[src/rtl/result_display_scan_if.sv]
// Signal bundle between the mycpu result/status outputs and the display scan stage.
// The master drives the CPU-side inputs; the slave (display stage) drives the pins.
interface result_display_scan_if #(
  parameter int WORD_W = 16
);
  logic [WORD_W-1:0] result;
  logic [2:0]        stage;
  logic [7:0]        mAddr;
  logic              freeze;
  logic [7:0]        b2d;
  logic [3:0]        an;
  logic [7:0]        leds;

  modport master (
    output result, stage, mAddr, freeze,
    input  b2d, an, leds
  );

  modport slave (
    input  result, stage, mAddr, freeze,
    output b2d, an, leds
  );
endinterface

[src/rtl/result_display_scan.sv]
// Captures the CPU result on write-back entry and scans it as four hex digits onto a
// common-anode 7-segment display; also mirrors stage/mAddr onto the board LEDs.
module result_display_scan #(
  parameter int         WORD_W      = 16,
  parameter int         REFRESH_DIV = 50000,
  parameter logic [2:0] WB_STAGE    = 3'd4,
  parameter int         NEW_HOLD    = 8
) (
  input  logic                 clk,
  input  logic                 rst,
  result_display_scan_if.slave bus
);

  localparam int              DIV_W    = (REFRESH_DIV > 2) ? $clog2(REFRESH_DIV) : 1;
  localparam logic [DIV_W-1:0] DIV_LAST = DIV_W'(REFRESH_DIV - 1);
  localparam int              NEW_W    = $clog2(NEW_HOLD * 4 + 1);
  localparam logic [NEW_W-1:0] NEW_LOAD = NEW_W'(NEW_HOLD * 4);

  logic [15:0]      cap_reg;
  logic [2:0]       stage_reg;
  logic [DIV_W-1:0] div_cnt_reg;
  logic [1:0]       digit_reg;
  logic [NEW_W-1:0] new_cnt_reg;
  logic [7:0]       b2d_reg;
  logic [3:0]       an_reg;
  logic [7:0]       leds_reg;

  logic [15:0] res16;
  logic        capture;
  logic        tick;
  logic [1:0]  digit_next;
  logic [6:0]  seg_next;
  logic        dp_n_next;
  logic [3:0]  nib [4];

  function automatic logic [6:0] hex_seg(input logic [3:0] v);
    case (v)
      4'h0: hex_seg = 7'h40;
      4'h1: hex_seg = 7'h79;
      4'h2: hex_seg = 7'h24;
      4'h3: hex_seg = 7'h30;
      4'h4: hex_seg = 7'h19;
      4'h5: hex_seg = 7'h12;
      4'h6: hex_seg = 7'h02;
      4'h7: hex_seg = 7'h78;
      4'h8: hex_seg = 7'h00;
      4'h9: hex_seg = 7'h10;
      4'hA: hex_seg = 7'h08;
      4'hB: hex_seg = 7'h03;
      4'hC: hex_seg = 7'h46;
      4'hD: hex_seg = 7'h21;
      4'hE: hex_seg = 7'h06;
      default: hex_seg = 7'h0E;
    endcase
  endfunction

  // Narrow result words are zero-extended so the upper digits read 0.
  generate
    if (WORD_W >= 16) begin : g_res_wide
      assign res16 = bus.result[15:0];
    end else begin : g_res_narrow
      assign res16 = {{(16 - WORD_W){1'b0}}, bus.result};
    end
  endgenerate

  generate
    for (genvar gi = 0; gi < 4; gi++) begin : g_nib
      assign nib[gi] = cap_reg[4*gi+3 -: 4];
    end
  endgenerate

  always_comb begin
    capture    = (bus.stage == WB_STAGE) && (stage_reg != WB_STAGE) && !bus.freeze;
    tick       = (div_cnt_reg == DIV_LAST);
    digit_next = digit_reg + 2'd1;
    seg_next   = hex_seg(nib[digit_next]);
    dp_n_next  = !((digit_next == 2'd0) && (new_cnt_reg != '0));
  end

  always_ff @(posedge clk or posedge rst) begin
    if (rst) begin
      cap_reg     <= '0;
      stage_reg   <= '0;
      div_cnt_reg <= '0;
      digit_reg   <= '0;
      new_cnt_reg <= '0;
      b2d_reg     <= 8'hFF;
      an_reg      <= 4'hF;
      leds_reg    <= '0;
    end else begin
      stage_reg   <= bus.stage;
      leds_reg    <= {bus.stage, bus.mAddr[4:0]};
      div_cnt_reg <= tick ? '0 : div_cnt_reg + 1'b1;
      if (capture)
        cap_reg <= res16;
      // Display pins only move on slot boundaries, so a capture shows at the next tick.
      if (tick) begin
        digit_reg <= digit_next;
        an_reg    <= ~(4'b0001 << digit_next);
        b2d_reg   <= {dp_n_next, seg_next};
      end
      // A fresh capture restarts the dp hold rather than extending it.
      if (capture)
        new_cnt_reg <= NEW_LOAD;
      else if (tick && (new_cnt_reg != '0))
        new_cnt_reg <= new_cnt_reg - 1'b1;
    end
  end

  assign bus.b2d  = b2d_reg;
  assign bus.an   = an_reg;
  assign bus.leds = leds_reg;

endmodule
[src/flat_wrapper.sv]
// flat-port wrapper written by rule: the top's interface ports become plain ports
module result_display_scan_flat 
#(
  parameter int         WORD_W      = 16,
  parameter int         REFRESH_DIV = 50000,
  parameter logic [2:0] WB_STAGE    = 3'd4,
  parameter int         NEW_HOLD    = 8
)
  (clk, rst, bus_result, bus_stage, bus_mAddr, bus_freeze, bus_b2d, bus_an, bus_leds);
  result_display_scan_if #(.WORD_W(WORD_W)) bus_i ();
  input  logic clk;
  input  logic rst;
  input wire logic [$bits(bus_i.result)-1:0] bus_result;
  input wire logic [$bits(bus_i.stage)-1:0] bus_stage;
  input wire logic [$bits(bus_i.mAddr)-1:0] bus_mAddr;
  input wire logic [$bits(bus_i.freeze)-1:0] bus_freeze;
  output wire logic [$bits(bus_i.b2d)-1:0] bus_b2d;
  output wire logic [$bits(bus_i.an)-1:0] bus_an;
  output wire logic [$bits(bus_i.leds)-1:0] bus_leds;
  assign bus_i.result = bus_result;
  assign bus_i.stage = bus_stage;
  assign bus_i.mAddr = bus_mAddr;
  assign bus_i.freeze = bus_freeze;
  assign bus_b2d = bus_i.b2d;
  assign bus_an = bus_i.an;
  assign bus_leds = bus_i.leds;
  result_display_scan #(.WORD_W(WORD_W), .REFRESH_DIV(REFRESH_DIV), .WB_STAGE(WB_STAGE), .NEW_HOLD(NEW_HOLD)) u_core (.clk(clk), .rst(rst), .bus(bus_i));
endmodule
[config.mk]
export PLATFORM = sky130hd
export DESIGN_NAME = result_display_scan_flat
export DESIGN_NICKNAME = d
export VERILOG_FILES = /design/src/rtl/result_display_scan_if.sv /design/src/rtl/result_display_scan.sv /design/src/flat_wrapper.sv
export SDC_FILE = /design/constraint.sdc
export NUM_CORES = 1
export LEC_CHECK = 0
export BUFFER_PORTS_ARGS = -buffer_cell sky130_fd_sc_hd__buf_2
export CORE_ASPECT_RATIO = 0.7
export CORE_MARGIN = 1
export CORE_UTILIZATION = 50
export CTS_CLUSTER_DIAMETER = 120
export CTS_CLUSTER_SIZE = 16
export DETAILED_ROUTE_END_ITERATION = 8
export GPL_TIMING_DRIVEN = 0
export PLACE_DENSITY = 0.85
export REMOVE_ABC_BUFFERS = 1
export SYNTH_ARGS = -nofsm -noshare
export SYNTH_HDL_FRONTEND = slang
export SYNTH_SLANG_ARGS = --single-unit
export TNS_END_PERCENT = 20
[constraint.sdc]
create_clock -name clk -period 2.61 [get_ports clk]
set_clock_uncertainty 0.15 [all_clocks]
set_input_delay 0.522 -clock clk [delete_from_list [all_inputs] [get_ports clk]]
set_output_delay 0.522 -clock clk [all_outputs]
set_load 0.05 [all_outputs]
## Yosys cells after proc, flatten, opt, wreduce, memory -nomap -nowiden

Memories as Yosys holds them, arrays and structs flattened. A register that Yosys moved wholly into a read port is not among the register bits.
Cells that the tools add are included.

- Add/sub/neg operators: 3
- $lt $le $gt $ge: 1
- Eq/ne operators: 3
- Shifts and indexed selects: 1
- Mux-type cells: 6
- Bitwise logic cells: 2
- Reduce and logical (&&, ||, !) cells: 9

Operators by type and width:

| operator | number |
|---|---|
| $add A16 B1 Y16 const B | 1 |
| $eq A16 B16 Y1 const B | 1 |
| $mux W16 | 1 |
| $mux W6 | 2 |
| $bmux W4 S2 | 1 |
| $mux W4 | 2 |
| $reduce_bool A6 Y1 | 1 |
| $sub A6 B1 Y6 const B | 1 |
| $logic_and A1 B1 Y1 | 4 |
| $not A4 Y4 | 1 |
| $shl A1 B2 Y4 const A | 1 |
| $eq A3 B3 Y1 const B | 1 |
| $ge A3 B3 Y1 const B | 1 |
| $ne A3 B3 Y1 const B | 1 |
| $not A2 Y3 | 1 |
| $add A2 B1 Y2 const B | 1 |
| $logic_not A1 Y1 | 2 |
| $logic_not A2 Y1 | 1 |
| $reduce_bool A2 Y1 | 1 |

- Register bits after elaboration: 63
- Bits in read-only memories: 112
- Bits of input ports: 30
- Output and inout port bits: 20
- Word-level logic and storage cells: 34
- Memories: 1

Memories:

| name | words | bits a word | rd ports | clocked after memory_dff | write ports | line | source |
|---|---|---|---|---|---|---|---|
| (name not given) | 16 | 7 | 1 | 1 | 0 | result_display_scan.sv:37 | `case (v)` |

## Longest topological paths before layout

- Depth after elaboration: 5
- Gate-level depth with buffers: 8
- Gate-level depth less buffers: 8

## Worst setup path before layout

Ideal clock, no wire load.

- Path kind: reg2reg
- Start point: register u_core.digit_reg[0]
- End point: register u_core.b2d_reg[6], in the netlist u_core.bus.b2d[6]
- Library setup time: 0.084 ns
- Data arrival time: 2.339 ns
- Required time: 2.376 ns
- Setup slack: 0.037 ns
- Stages on the path, launching flop included: 8
- Path buffers: 0
- Period minus slack after synthesis: 2.573 ns
- Cell sequence: dfrtp_1 -> inv_1 -> ha_1 -> mux4_2 -> ha_1 -> mux2_2 -> a221oi_1 -> nor2_1

- Longest elaborated chain between the ends: 5

Ends and longest elaborated chain:

| element | line | source |
|---|---|---|
| from (decl) | result_display_scan.sv:22 | `logic [1:0] digit_reg;` |
| from (signal assigned) | result_display_scan.sv:98 | `digit_reg <= digit_next;` |
| $add A2 B1 Y2 | result_display_scan.sv:75 | `digit_next = digit_reg + 2'd1;` |
| via u_core.digit_next[0] | result_display_scan.sv:31 | `logic [1:0] digit_next;` |
| $not A2 Y3 (implied by the code) | result_display_scan.sv:76 | `seg_next = hex_seg(nib[digit_next]);` |
| $bmux W4 S2 | result_display_scan.sv:76 |  |
| $mux W4 (implied by the code) (2 in series) | result_display_scan.sv:76 |  |
| to (decl) | result_display_scan.sv:24 | `logic [7:0] b2d_reg;` |

The timed path passes the listed nets, and every way through them passes these cells. The select of a mux whose other input is x is not followed.
A chain may end at the register's enable or synchronous reset.

## Worst setup path in the final report

- Start point: register u_core.div_cnt_reg[4]
- End point: register u_core.new_cnt_reg[2]

- Longest elaborated chain between the ends: 3

Ends and longest elaborated chain:

| element | line | source |
|---|---|---|
| from (decl) | result_display_scan.sv:21 | `logic [DIV_W-1:0] div_cnt_reg;` |
| from (signal assigned) | result_display_scan.sv:93 | `div_cnt_reg <= tick ? '0 : div_cnt_reg + 1'b1;` |
| $eq A16 B16 Y1 | result_display_scan.sv:74 | `tick = (div_cnt_reg == DIV_LAST);` |
| $logic_and A1 B1 Y1 | result_display_scan.sv:105 | `else if (tick && (new_cnt_reg != '0))` |
| $reduce_bool A2 Y1 (no source line) | - |  |
| to (signal assigned) | result_display_scan.sv:106 | `new_cnt_reg <= new_cnt_reg - 1'b1;` |
| to (decl) | result_display_scan.sv:23 | `logic [NEW_W-1:0] new_cnt_reg;` |

No other way between the ends.

==> results.yml <==
floorplan:
  core_um2: 5310
  die-area_um2: 5890
  io_pins: 50
  row_count: 22
  start_util: 0.526
  fp.dieW_um: 91.3
  die_y_um: 64.5
logic_synthesis:
  synth_edf_count: 0
  synth-xor-area-share: 0.0439
  syn_avg_cell_area_um2: 11.8
  syn_inst: 237
  yosysTopAreaCell: "dfrtp_1"
  synth_warnings: 0
  synth_compound_area_frac: 0.0762
  seq_area_frac_synth: 0.543
  synth_simple_gate_area_frac: 0.132
  synth_fa_ha_area_frac: 0.0582
  yosysUniqueCellTypes: 43
  synth_mux_area_frac: 0.120
  netlist_area_um2: 2790
  synth_top_area_frac: 0.430
  async_flop_share: 1.00
  synthTopCellsByArea: "dfrtp_1, dfstp_2, mux2_2"
  synth_top_family_by_area: "simple AND/OR/NAND/NOR gates"
  synthFlopType: "dfrtp_1"
  synth-seq-cells: 60
setup_path:
  cpPeakStageDelay_ns: 0.65
  crit_arrival_ns: 2.69
  cp.buffers_inverters: 0
  crit_fanout: 18
  critPathRequiredTime_ns: 2.73
  path_delay_family: "simple AND/OR/NAND/NOR gates"
  cp_cell_sequence: "or4bb_4, or4_4, or4_4, a21oi_2"
  worstSetupPathType: "flip-flop to flip-flop"
  slowest_stage: "or4_4"
  setup.worst_path.start_class: "flip-flop"
  setup.worst_path.end_class: "flip-flop"
  r2r_slack_ns: 0.04
  crit_top_cell: "or4_4"
layout:
  nets: 334
  num_antenna_cells: 0
  drive_above_1_share: 0.399
  post-route-util: 0.644
  syn_to_final_growth_pct: 22.5
  num-fill-cells: 424
  stdcell_count: 368
cts:
  cts_root_buf: "clkbuf_8"
  cts_tree: "built"
  path_clk_slew_ns: 0.07
  clk_latency_ns: 0.35
  cts_hold_buf: 0
  clock_sinks: 60
  cts_buffers: 9
  htreeDepth: 3
  cts_buffer_depth: 2
power:
  p_per_area_nw_per_um2: 671
  power_frac_seq: 0.453
  p_sw_uw: 578
  total_power_mw: 2.30
  leakagePower_nw: 1.56
  share_comb_of_total_power: 0.148
  power.share.clock: 0.399
  ir_drop_uv: 399
  power.internal_mw: 1.72
  switching_share: 0.252
grt:
  grt.overflow.total: 0
  grt.total_usage: 0.208
  grt_pass1_wl_mm: 9.22
  grt_pass1_vias: 1998
  grt_max_degree: 40
  antenna_found_initial: 0
timing:
  min_period_ns: 2.57
  setup_viol: 0
  hold_viol_final: 0
  hold-worst-slack_ns: 0.0354
  timing.fmax_ghz: 0.390
  tightest_slew_ns: 0.499
  relSlewSlack: 0.667
  slew_viol_final: 0
  fin_crit_sh: 0.984
job:
  maxCapViolCount: 0
route:
  wire_per_inst_um: 14.6
  first_pass_iters: 4
  dr_total_vias: 1969
  viasPerCell: 5.35
  drc: 0
  drtIter0Drc: 89
  drt.antenna.violating_nets: 0
  wirelength_mm: 5.38
place:
  dp.final_hpwl_mm: 3.72
  place.port_buffers: 46
  finalWeightedCongestion: 0.809
  dp.cells: 350
status:
  status: "completed"
worst_hold_path:
  hp-class: "input port to asynchronous set/reset pin"
[metal layers]
| layer | track usage | vias up | share of wire |
|---|---|---|---|
| li1 | - | 948 | - |
| met1 | 0.246 | 964 | 0.46 |
| met2 | 0.338 | 51 | 0.47 |
| met3 | 0.0869 | 6 | 0.056 |
| met4 | 0.0893 | 0 | 0.012 |
| met5 | 0 | - | 0 |
[cells by family after synthesis]
logic type / after synthesis
buf+inv: 19
fa+ha+maj: 13
compound gates: 33
xor+xnor: 14
simple gates: 72
mux: 26
flops: 60
[stage by stage]
stage | setup TNS, ns | setup slack [ns] | area [µm²]
floorplan | -31.46 | -1.49 | 2760
global placement | -73.56 | -2.62 | 3080
detailed placement | -2.62 | -0.326 | 3140
CTS | -0.206 | -0.131 | 3380
global route | -0.0182 | -0.0182 | 3420
finish | 0 | 0.0428 | 3420
[cells in the mapped netlist (3+ instances only)]
cell and n:
dfrtp_1 48, nor2_1 23, mux2_2 20, ha_1 13, dfstp_2 12, nand2_1 12
inv_1 10, o21ai_0 10, a21oi_1 8, clkbuf_1 7, nand3_1 7, xnor2_1 7
xor2_1 7, nand4_1 6, nor3_1 5, mux4_2 4, nor4_1 4, and2_1 3
[cells in the final DEF, fill, tap and decap left out, types with 2 or more instances in the layout]
cell type / Yosys / final
buf_2: 2 / 46
dfrtp_1: 48 / 46
nor2_1: 23 / 23
mux2_2: 20 / 20
nand2_1: 12 / 12
dfstp_2: 12 / 12
ha_1: 13 / 11
o21ai_0: 10 / 10
clkbuf_8: 0 / 10
inv_1: 10 / 9
xor2_1: 7 / 7
xnor2_1: 7 / 7
a21oi_1: 8 / 6
nand4_1: 6 / 6
nand3_1: 7 / 6
nor3_1: 5 / 5
mux4_2: 4 / 4
and2_1: 3 / 3
nor4_1: 4 / 3
clkinv_2: 0 / 3
buf_4: 0 / 3
or4bb_4: 0 / 2
or4_4: 0 / 2
mux2i_1: 2 / 2
a31oi_1: 2 / 2
a21oi_2: 0 / 2
nor2b_1: 2 / 2
bufinv_16: 0 / 2
dfrtp_2: 0 / 2
[layout make-up]
cell class / instances / area [µm²] / area share
flip-flops and latches: 60 / 1520 / 0.444
multi-input cells: 158 / 1260 / 0.368
repair buffers: 52 / 299 / 0.0874
clock buffers: 11 / 141 / 0.0413
well taps: 72 / 90.1 / 0.0263
clock inverters: 5 / 75.1 / 0.0219
inverters: 10 / 37.5 / 0.0110
[final timing paths]
| path | to | start | depth (start not counted) |
|---|---|---|---|
| worst max-delay path | u_core.new_cnt_reg[2]$_DFFE_PP0P_ | u_core.div_cnt_reg[4]$_DFF_PP0_ | 4 |
| worst min-delay path | u_core.div_cnt_reg[11]$_DFF_PP0_ | rst | 2 |
| worst max register to register | u_core.new_cnt_reg[2]$_DFFE_PP0P_ | u_core.div_cnt_reg[4]$_DFF_PP0_ | 4 |
| worst min register to register | u_core.bus.an[2]$_DFFE_PP1N_ | u_core.bus.an[2]$_DFFE_PP1N_ | 2 |
| max in group asynchronous | u_core.bus.b2d[7]$_DFFE_PP1N_ | rst | 3 |
| min in group clk | u_core.bus.leds[0]$_DFF_PP0_ | bus_mAddr[0] | 1 |
[timing repair]
action / in CTS / in global routing
setup endpoints to repair: 16 / 10
resized for setup: 4 / 9
setup buffers: 1 / 1
pin swaps: 1 / 2
endpoints found under the hold margin: 0 / 0
[power groups by stage]
stage	Sequential, mW	Combinational, mW	Clock [mW]
after detailed placement	1.06	0.338	0
after CTS	1.04	0.338	0.939
after global placement	1.05	0.318	0
after global routing	1.05	0.377	0.981
final	1.04	0.339	0.917
after floorplan	1.07	0.234	0
Note: power is estimated with default switching activity, not from simulation.
